File: config.mk
export PLATFORM = sky130hd
export DESIGN_NAME = alu_arbiter
export DESIGN_NICKNAME = d
export VERILOG_FILES = /design/src/rtl/alu_arbiter.sv
export SDC_FILE = /design/constraint.sdc
export NUM_CORES = 1
export LEC_CHECK = 0
export CAP_MARGIN = 20
export CORE_AREA = 2 2 123 125
export DETAILED_ROUTE_END_ITERATION = 10
export DIE_AREA = 0 0 125 127
export PLACE_DENSITY = 0.73
export SLEW_MARGIN = 20
export SYNTH_ARGS = -nofsm -noshare
export SYNTH_HDL_FRONTEND = slang
export SYNTH_SLANG_ARGS = --single-unit
File: constraint.sdc
create_clock -name clk -period 2.6 [get_ports clk]
set_input_delay 0.52 -clock clk [delete_from_list [all_inputs] [get_ports clk]]
set_output_delay 0.52 -clock clk [all_outputs]
set_load 0.01 [all_outputs]
File: src/rtl/alu_arbiter.sv
// Round-robin arbiter that shares one external combinational ALU between two requesters.
// Each operation is registered into the ALU, its result is captured, then returned on the owner's response channel.
module alu_arbiter #(
    parameter int VAR_WIDTH = 32,
    parameter int OP_WIDTH  = 5
) (
    input  logic                 clk,
    input  logic                 rst_n,
    input  logic                 req0_valid,
    output logic                 req0_ready,
    input  logic [OP_WIDTH-1:0]  req0_opcode,
    input  logic [VAR_WIDTH-1:0] req0_a,
    input  logic [VAR_WIDTH-1:0] req0_b,
    input  logic                 req1_valid,
    output logic                 req1_ready,
    input  logic [OP_WIDTH-1:0]  req1_opcode,
    input  logic [VAR_WIDTH-1:0] req1_a,
    input  logic [VAR_WIDTH-1:0] req1_b,
    output logic                 rsp0_valid,
    input  logic                 rsp0_ready,
    output logic [VAR_WIDTH-1:0] rsp0_data,
    output logic                 rsp1_valid,
    input  logic                 rsp1_ready,
    output logic [VAR_WIDTH-1:0] rsp1_data,
    output logic [OP_WIDTH-1:0]  alu_opcode,
    output logic [VAR_WIDTH-1:0] alu_a,
    output logic [VAR_WIDTH-1:0] alu_b,
    input  logic [VAR_WIDTH-1:0] alu_out,
    output logic                 busy
);

    // Handshakes: a transfer happens on a rising edge where valid && ready are both high;
    // the sender keeps valid and payload stable until then, and ready may depend on valid.

    typedef enum logic [1:0] {
        IDLE = 2'd0,
        EXEC = 2'd1,
        RESP = 2'd2
    } state_t;

    state_t                 state;
    state_t                 state_next;
    logic                   last_grant;
    logic                   owner;
    logic                   grant_any;
    logic                   grant;
    logic                   req_fire;
    logic                   rsp_fire;
    logic [OP_WIDTH-1:0]    op_q;
    logic [VAR_WIDTH-1:0]   a_q;
    logic [VAR_WIDTH-1:0]   b_q;
    logic [VAR_WIDTH-1:0]   result_q;

    // On contention the port that was not served last wins.
    always_comb begin
        grant_any = req0_valid || req1_valid;
        grant     = 1'b0;
        if (req0_valid && req1_valid) begin
            grant = ~last_grant;
        end else if (req1_valid) begin
            grant = 1'b1;
        end
    end

    assign req0_ready = (state == IDLE) && grant_any && !grant;
    assign req1_ready = (state == IDLE) && grant_any && grant;
    assign req_fire   = (state == IDLE) && grant_any;
    assign rsp_fire   = owner ? rsp1_ready : rsp0_ready;

    always_comb begin
        state_next = state;
        case (state)
            IDLE:    if (req_fire) state_next = EXEC;
            EXEC:    state_next = RESP;
            RESP:    if (rsp_fire) state_next = IDLE;
            default: state_next = IDLE;
        endcase
    end

    always_ff @(posedge clk or negedge rst_n) begin
        if (!rst_n) begin
            state      <= IDLE;
            last_grant <= 1'b1;
            owner      <= 1'b0;
            op_q       <= '0;
            a_q        <= '0;
            b_q        <= '0;
            result_q   <= '0;
        end else begin
            state <= state_next;
            if (req_fire) begin
                owner      <= grant;
                last_grant <= grant;
                op_q       <= grant ? req1_opcode : req0_opcode;
                a_q        <= grant ? req1_a : req0_a;
                b_q        <= grant ? req1_b : req0_b;
            end
            if (state == EXEC) begin
                result_q <= alu_out;
            end
        end
    end

    assign alu_opcode = op_q;
    assign alu_a      = a_q;
    assign alu_b      = b_q;
    assign rsp0_valid = (state == RESP) && !owner;
    assign rsp1_valid = (state == RESP) && owner;
    assign rsp0_data  = result_q;
    assign rsp1_data  = result_q;
    assign busy       = (state != IDLE);

endmodule

==> results of run 1 <==
path summary, 6_finish.rpt:
| path | from | to | slack [ns] | cells past startpoint |
|---|---|---|---|---|
| max | req0_valid | req0_ready | 0.11 | 4 |
| min | rst_n | rsp0_data[12]$_DFFE_PN0N_ | 0.13 | 1 |
| max reg2reg | last_grant$_DFFE_PN1P_ | alu_b[0]$_DFFE_PN0P_ | 0.64 | 4 |
| min reg2reg | alu_b[1]$_DFFE_PN0P_ | alu_b[1]$_DFFE_PN0P_ | 0.52 | 1 |
| max in group asynchronous | rst_n | last_grant$_DFFE_PN1P_ | 1.79 | 2 |
| min in group clk | alu_b[1]$_DFFE_PN0P_ | alu_b[1]$_DFFE_PN0P_ | 0.52 | 1 |
logic make-up after synthesis:
| family | after synthesis |
|---|---|
| flops | 105 |
| compound gates | 75 |
| simple gates | 75 |
| buf+inv | 69 |
| mux | 33 |
metal layers:
| layer | GRT usage | vias up | share of wire |
|---|---|---|---|
| met5 | 0 | - | 0 |
| met4 | 0.0641 | 0 | 0.028 |
| met3 | 0.0578 | 26 | 0.080 |
| met2 | 0.317 | 225 | 0.50 |
| met1 | 0.217 | 2042 | 0.39 |
| li1 | - | 1865 | - |
cell type report:
| class | instances | area share |
|---|---|---|
| Inverter | 5 | 0.00234 |
| Timing Repair Buffer | 322 | 0.401 |
| Clock inverter | 3 | 0.00577 |
| Sequential cell | 105 | 0.327 |
| Clock buffer | 13 | 0.0349 |
| Tap cell | 184 | 0.0287 |
| Multi-Input combinational cell | 183 | 0.199 |
synth_stat cells (all sizes together):
library cell  number
a211oi             1
clkbuf            22
a221o             69
dfstp              1
mux2              33
o21ai              2
inv                5
buf               42
dfrtp            104
and3              69
nor2               3
nand2b             2
and2               1
a21oi              2
a21boi             1
report_power, final:
group	internal [W]	switching (W)
clock	0.000854	0.000580
combinational	0.00299	0.00201
sequential	0.00246	0.000569
total	0.00630	0.00316
state kept, by name, summed over array words and instances (netlist names):
name and cells:
last_grant 1, alu_b 32, state 2, owner 1, rsp0_data 32, alu_opcode 5
alu_a 32
per-stage QoR:
stage / instance area, um^2 / cells
finish: 8030 / 815
global route: 8030 / 815
CTS: 8030 / 815
detailed placement: 7700 / 799
global placement: 7700 / 799
floorplan: 4640 / 357
cell usage in the layout, fill, tap and decap left out, types with 2 or more instances in the layout:
cell type	Yosys	layout
inv_1	4	4
buf_12	0	2
nor2_1	2	2
a221o_1	69	69
nand2b_1	2	2
mux2_2	33	33
a21oi_1	2	2
clkdlybuf4s50_1	0	312
buf_4	32	8
dfrtp_1	104	104
and3_1	69	69
clkbuf_8	0	4
clkbuf_16	0	9
==> impl_metrics.csv, run 1 <==
group,metric,value,unit
floorplanning,die_w,125,um
critical_path,crit_fanout,3,
critical_path,crit_slowest_cell,"clkdlybuf4s50_1",
logic_synthesis,syn_inst,357,
logic_synthesis,yosys.area.top_type,"dfrtp_1",
clock_network,cts.sinks,105,
finish,final_nets,802,
logic_synthesis,synth_adder_area_share,0,
logic_synthesis,synthSimpleGateAreaFrac,0.101,
logic_synthesis,syn_area,4640,um^2
finish,fill_cells,1208,
worst_hold_path,hp-class,"in2async",
floorplanning,die-area,15900,um^2
route,drt_iter0_drc,197,
placed_design,gp_congestion,0.828,
logic_synthesis,synthMuxAreaShare,0.0800,
finish,final_layout_size_suffix_gt1_frac,0.103,
critical_path,arrival,1.97,ns
clock_network,clockRootBuffer,"clkbuf_16",
critical_path,cpPeakStageDelay,0.59,ns
placed_design,preCtsSetupSlack,0.0931,ns
timing,worst_slack,0.110,ns
logic_synthesis,synth_seq_cells,105,
timing,relSlewSlack,0.468,
logic_synthesis,ys_seq_area_frac,0.566,
global_routing,grt_overflow,0,
global_routing,grt_pass1_wl,23.3,mm
timing,period_needed,2.49,ns
clock_network,cts_max_path_buffers,2,
logic_synthesis,syn_avg_cell_area,13.0,um^2
clock_network,cts_buffers,9,
global_routing,grt_pass1_vias,4195,
route,drt-total-wl,15.0,mm
timing,finalClockSkew,0.00902,ns
timing,hold_ws,0.134,ns
timing,fin_tns_setup,0,ns
clock_network,postCtsHoldBufs,0,
status,status,"finished clean",
critical_path,cp.required,2.08,ns
floorplanning,initial_core_util,0.322,
clock_network,clkLatencyLatePin,0.34,ns
timing,finalSetupViolCount,0,
finish,area_growth,72.9,%
critical_path,cp-end-kind,"output port",
logic_synthesis,synth_top_family_by_area,"compound AO/OA/AOI/OAI gates",
critical_path,start_kind,"input port",
power,powerDensity,1180,nW/um^2
route,ant_nets,0,
finish,multi_input_area,1600,um^2
clock_network,post_cts_buffers,0,
critical_path,crit_buf_inv,3,
floorplanning,fp-row-count,44,
route,routedWlPerCell,18.4,um
route,drc,0,
clock_network,cts_tree,"done",
logic_synthesis,synth-compound-area-share,0.159,
critical_path,cpMostUsedCell,"clkdlybuf4s50_1",
global_routing,antenna_found_initial,0,
timing,hold_viol,0,
timing,finalMaxSlewViolations,0,
placed_design,dp_hpwl,11.0,mm
global_routing,track_usage,0.183,
critical_path,crit_family,"buffers and inverters",
finish,fin_util,0.557,
global_routing,grt_max_degree,73,
finish,regArea,2630,um^2
power,power,0.00946,W
power,ir_drop,0.000514,V
finish,diodes,0,
clock_network,cts_max_level,3,
route,drt_first_pass_iters,4,
timing,max_freq,0.402,GHz
floorplanning,io_pins,314,
logic_synthesis,synth_xor_area_frac,0,
logic_synthesis,ys_top_cells_by_area,"dfrtp_1 (56%), a221o_1 (15%), and3_1 (9.3%), mux2_2 (8.0%), buf_4 (5.2%)",
timing,worst_pin_slew,0.799,ns
logic_synthesis,ys_types,20,
critical_path,path_cells,"clkdlybuf4s50_1, inv_1, a211oi_4, clkdlybuf4s50_1",
clock_network,cts_resized,0,
logic_synthesis,synth_fp_nets,533,
route,num_vias,4158,
logic_synthesis,yosysTopAreaCellShare,0.560,
timing,fin_crit_sh,0.958,
floorplanning,core,14400,um^2
clock_network,clk_pin_slew,0.07,ns
logic_synthesis,yosys_warnings,0,
power,leakage,3.52,nW
route,vias_per_cell,5.10,
floorplanning,fp.dieH,127,um
critical_path,critPathKind,"in2out",
timing,grt_setup_unrepaired,"false",
run,cap_viol_max_count,0,
placed_design,io_buffers,313,
(Power assumes the default switching activity.)
==> run 2: changes to the inputs <==
--- a/config.mk
+++ b/config.mk
@@ -9,7 +9,7 @@
 export CORE_AREA = 2 2 123 125
 export DETAILED_ROUTE_END_ITERATION = 10
 export DIE_AREA = 0 0 125 127
-export PLACE_DENSITY = 0.73
+export PLACE_DENSITY = 0.79
 export SLEW_MARGIN = 20
 export SYNTH_ARGS = -nofsm -noshare
 export SYNTH_HDL_FRONTEND = slang
==> impl_metrics.csv, run 2 (synthesized netlist as in run 1, its figures left out) <==
group,metric,value,unit
placed_design,io_buffers,313,
timing,finalMaxSlewViolations,0,
critical_path,crit_fanout,3,
finish,final_nets,802,
finish,multi_input_area,1600,um^2
floorplanning,core,14400,um^2
route,routedWlPerCell,18.2,um
timing,finalClockSkew,0.0102,ns
critical_path,cp-end-kind,"output port",
critical_path,crit_slowest_cell,"clkdlybuf4s50_1",
route,drt_first_pass_iters,5,
floorplanning,initial_core_util,0.322,
global_routing,grt_pass1_vias,4314,
clock_network,cts.sinks,105,
finish,final_layout_size_suffix_gt1_frac,0.100,
clock_network,cts_buffers,9,
timing,hold_viol,0,
clock_network,cts_resized,0,
clock_network,cts_max_path_buffers,2,
placed_design,placed_area,7690,um^2
timing,worst_pin_slew,0.759,ns
critical_path,critPathKind,"in2out",
timing,finalSetupViolCount,0,
route,dr.max_layer_used,"met4",
finish,fill_cells,1184,
critical_path,start_kind,"input port",
critical_path,cpPeakStageDelay,0.60,ns
global_routing,antenna_found_initial,0,
route,drt-total-wl,14.8,mm
placed_design,dp_hpwl,11.2,mm
critical_path,path_cells,"clkdlybuf4s50_1, inv_1, a211oi_4, clkdlybuf4s50_1",
power,power,0.00945,W
finish,area_growth,72.5,%
critical_path,cpMostUsedCell,"clkdlybuf4s50_1",
clock_network,cts_max_level,3,
timing,fin_crit_sh,0.969,
clock_network,postCtsHoldBufs,0,
clock_network,clockRootBuffer,"clkbuf_16",
timing,relSlewSlack,0.494,
finish,design_area,8010,um^2
critical_path,crit_family,"buffers and inverters",
clock_network,clk_pin_slew,0.07,ns
critical_path,r2r_start,"state[0]$_DFFE_PN0P_",
finish,mostFrequentLayoutCell,"clkdlybuf4s50_1",
route,drc,0,
floorplanning,die_w,125,um
worst_hold_path,hp-class,"in2async",
route,num_vias,4140,
critical_path,r2r-end,"alu_b[6]$_DFFE_PN0P_",
floorplanning,io_pins,314,
run,cap_viol_max_count,0,
timing,fin_tns_setup,0,ns
floorplanning,fp-row-count,44,
status,status,"finished clean",
placed_design,gp_congestion,0.806,
critical_path,arrival,2.00,ns
critical_path,critPathCapture,"req0_ready",
timing,max_freq,0.397,GHz
finish,final_cells,814,
route,vias_per_cell,5.09,
route,ant_nets,0,
global_routing,track_usage,0.178,
route,drt_iter0_drc,182,
route,wl_met3,1.26,mm
route,wl_met2,7.46,mm
placed_design,dp_cells,799,
critical_path,reg2reg_slack,0.55,ns
timing,period_needed,2.52,ns
power,leakage,3.51,nW
floorplanning,die-area,15900,um^2
route,wl_met1,5.76,mm
critical_path,cp.required,2.08,ns
timing,grt_setup_unrepaired,"false",
clock_network,clkLatencyLatePin,0.33,ns
global_routing,grt_pass1_wl,22.7,mm
power,ir_drop,0.000582,V
finish,mostFrequentLayoutCells,"clkdlybuf4s50_1 (312), dfrtp_1 (104), and3_1 (69), a221o_1 (69), mux2_2 (33)",
finish,diodes,0,
critical_path,r2r.worst_path.cells,5,
critical_path,crit_buf_inv,3,
clock_network,cts_tree,"done",
clock_network,post_cts_buffers,0,
critical_path,startpoint,"req0_valid",
floorplanning,fp.dieH,127,um
global_routing,grt_overflow,0,
finish,regArea,2630,um^2
power,powerDensity,1180,nW/um^2
critical_path,cp.depth,4,
global_routing,grt_max_degree,72,
## run 2: cell types whose count changed in the layout (fill, tap and decap cells not counted)
cell	before	now
clkinv_4	1	0
bufinv_16	1	2
buf_4	8	9
clkbuf_1	0	1
clkbuf_8	4	1
inv_6	0	1
buf_12	2	1
## run 2: report_power, final
group / switching (W) / internal, W
Clock: 0.000580 / 0.000869
Sequential: 0.000589 / 0.00246
Combinational: 0.00198 / 0.00296
## run 2: worst reg2reg max path: stages, from the launching register on
cell,delay [ns]
dfrtp_1,0.42
nor2_4,0.28
inv_2,0.10
a211oi_4,0.24
buf_4,0.62
a221o_1,0.33
## run 2: metal layers
layer  up-vias  global-route usage
met5         -                   0
met4         0              0.0542
met3        25              0.0532
met2       253               0.322
met1      2003               0.204
li1       1859                   -
## run 2: how the worst min path moves through the flow
stage / to / slack, ns
6_report: alu_b[14]$_DFFE_PN0P_ / 0.11
5_1_grt: alu_b[14]$_DFFE_PN0P_ / 0.14
4_1_cts: alu_b[14]$_DFFE_PN0P_ / 0.12
3_5_place_dp: alu_b[14]$_DFFE_PN0P_ / 0.48
3_3_place_gp: alu_b[14]$_DFFE_PN0P_ / 0.48
2_1_floorplan: alu_a[0]$_DFFE_PN0P_ / 0.22
## run 2: metrics by stage
step                      setup WS (ns)   util  hold slack, ns
after floorplan                   0.768      -           0.224
after detailed placement         0.0848  0.533           0.483
after global placement            0.124  0.533           0.483
final                            0.0800  0.555           0.109
after global routing             0.0446  0.555           0.137
after CTS                        0.0848  0.555           0.117
## run 2: layout make-up
type | count | area share
well taps | 184 | 0.0287
repair buffers | 322 | 0.401
multi-input cells | 183 | 0.200
clock inverters | 4 | 0.00953
inverters | 5 | 0.00234
clock buffers | 11 | 0.0303
flip-flops and latches | 105 | 0.328
==> run 3: changes to the inputs <==
--- a/config.mk
+++ b/config.mk
@@ -9,7 +9,8 @@
 export CORE_AREA = 2 2 123 125
 export DETAILED_ROUTE_END_ITERATION = 10
 export DIE_AREA = 0 0 125 127
-export PLACE_DENSITY = 0.79
+export MAX_ROUTING_LAYER = met4
+export PLACE_DENSITY_LB_ADDON = 0.3
 export SLEW_MARGIN = 20
 export SYNTH_ARGS = -nofsm -noshare
 export SYNTH_HDL_FRONTEND = slang
==> impl_metrics.csv, run 3 (synthesized netlist as in run 1, its figures left out) <==
group,metric,value,unit
floorplanning,io_pins,314,
finish,design_area,8060,um^2
route,ant_nets,0,
timing,finalMaxSlewViolations,0,
critical_path,startpoint,"req0_valid",
timing,worst_pin_slew,0.809,ns
clock_network,clockRootBuffer,"clkbuf_16",
clock_network,post_cts_buffers,0,
floorplanning,core,14400,um^2
route,drt_iter0_drc,188,
global_routing,grt_pass1_wl,23.7,mm
floorplanning,die-area,15900,um^2
power,ir_drop,0.000403,V
placed_design,placed_area,7710,um^2
clock_network,clkLatencyLatePin,0.34,ns
critical_path,start_kind,"input port",
timing,hold_viol,0,
worst_hold_path,hp-class,"in2async",
run,cap_viol_max_count,0,
global_routing,antenna_found_initial,0,
global_routing,track_usage,0.193,
clock_network,cts_max_level,3,
critical_path,arrival,1.98,ns
finish,mostFrequentLayoutCell,"clkdlybuf4s50_1",
status,status,"finished clean",
timing,fin_tns_setup,0,ns
timing,finalSetupViolCount,0,
global_routing,grt_max_degree,73,
finish,final_layout_size_suffix_gt1_frac,0.103,
clock_network,cts.sinks,105,
floorplanning,fp-row-count,44,
timing,relSlewSlack,0.461,
global_routing,grt_overflow,0,
critical_path,r2r_start,"last_grant$_DFFE_PN1P_",
clock_network,postCtsHoldBufs,0,
finish,fin_util,0.558,
critical_path,cp-end-kind,"output port",
timing,period_needed,2.50,ns
route,vias_per_cell,5.10,
critical_path,crit_fanout,3,
critical_path,cp.required,2.08,ns
clock_network,cts_tree,"done",
finish,final_nets,803,
floorplanning,die_w,125,um
placed_design,gp_congestion,0.823,
finish,fill_cells,1218,
clock_network,cts_buffers,9,
timing,finalClockSkew,0.00768,ns
finish,mostFrequentLayoutCells,"clkdlybuf4s50_1 (312), dfrtp_1 (104), and3_1 (69), a221o_1 (69), mux2_2 (33)",
timing,grt_setup_unrepaired,"false",
timing,fin_crit_sh,0.962,
route,num_vias,4160,
placed_design,dp_hpwl,10.9,mm
floorplanning,fp.dieH,127,um
route,drt_first_pass_iters,4,
finish,area_growth,73.5,%
route,routedWlPerCell,18.5,um
power,powerDensity,1190,nW/um^2
clock_network,clk_pin_slew,0.07,ns
route,drc,0,
clock_network,cts_resized,0,
clock_network,cts_max_path_buffers,2,
route,drt-total-wl,15.1,mm
critical_path,critPathKind,"in2out",
finish,diodes,0,
placed_design,io_buffers,313,
floorplanning,initial_core_util,0.322,
power,leakage,3.53,nW
global_routing,grt_pass1_vias,4386,
timing,max_freq,0.400,GHz
-- run 3: changes by cell type in the layout (fill, tap and decap cells not counted), sizes merged --
cell,before,now
buf,10,11
bufinv,2,3
clkinv,0,1
inv,6,5
-- run 3: worst paths after layout --
check,end,slack [ns],depth (start not counted)
worst max-delay path,req0_ready,0.1,4
worst min-delay path,alu_a[15]$_DFFE_PN0P_,0.04,1
worst max register to register,alu_b[11]$_DFFE_PN0P_,0.64,4
worst min register to register,alu_b[21]$_DFFE_PN0P_,0.51,1
max in group asynchronous,state[1]$_DFFE_PN0P_,1.94,2
min in group clk,alu_b[21]$_DFFE_PN0P_,0.51,1
-- run 3: through the flow --
stage | worst slack (ns) | hold WS (ns) | total power, W | instances
global placement | 0.116 | 0.404 | 0.00798 | 800
detailed placement | 0.0795 | 0.408 | 0.00810 | 800
floorplan | 0.768 | 0.224 | 0.00552 | 357
CTS | 0.0770 | 0.0344 | 0.00969 | 816
finish | 0.0982 | 0.0368 | 0.00956 | 816
global route | 0.0147 | 0.0462 | 0.0101 | 816
-- run 3: layout make-up --
cell class                      count  area [um^2]  share of cell area
Sequential cell                   105         2630               0.326
Tap cell                          184          230              0.0286
Multi-Input combinational cell    183         1600               0.199
Inverter                            5         18.8             0.00233
Clock inverter                      5          103              0.0127
Clock buffer                       11          243              0.0301
Timing Repair Buffer              323         3230               0.401
-- run 3: metal layers --
metal / global-route usage / wire, um
met4: 0.0843 / 490
met3: 0.0385 / 965
met1: 0.226 / 5990
met2: 0.326 / 7620
met5: - / 0
-- run 3: report_power, final --
part / switching [W] / internal [W] / leakage (nW) / total, W
combinational: 0.00201 / 0.00299 / 2.10 / 0.00499
clock: 0.000593 / 0.000967 / 0.166 / 0.00156
sequential: 0.000544 / 0.00246 / 1.27 / 0.00301
-- run 3: critical path, cell delays in order --
cell             delay, ns
clkdlybuf4s50_1       0.59
inv_1                 0.11
a211oi_4              0.18
clkdlybuf4s50_1       0.57
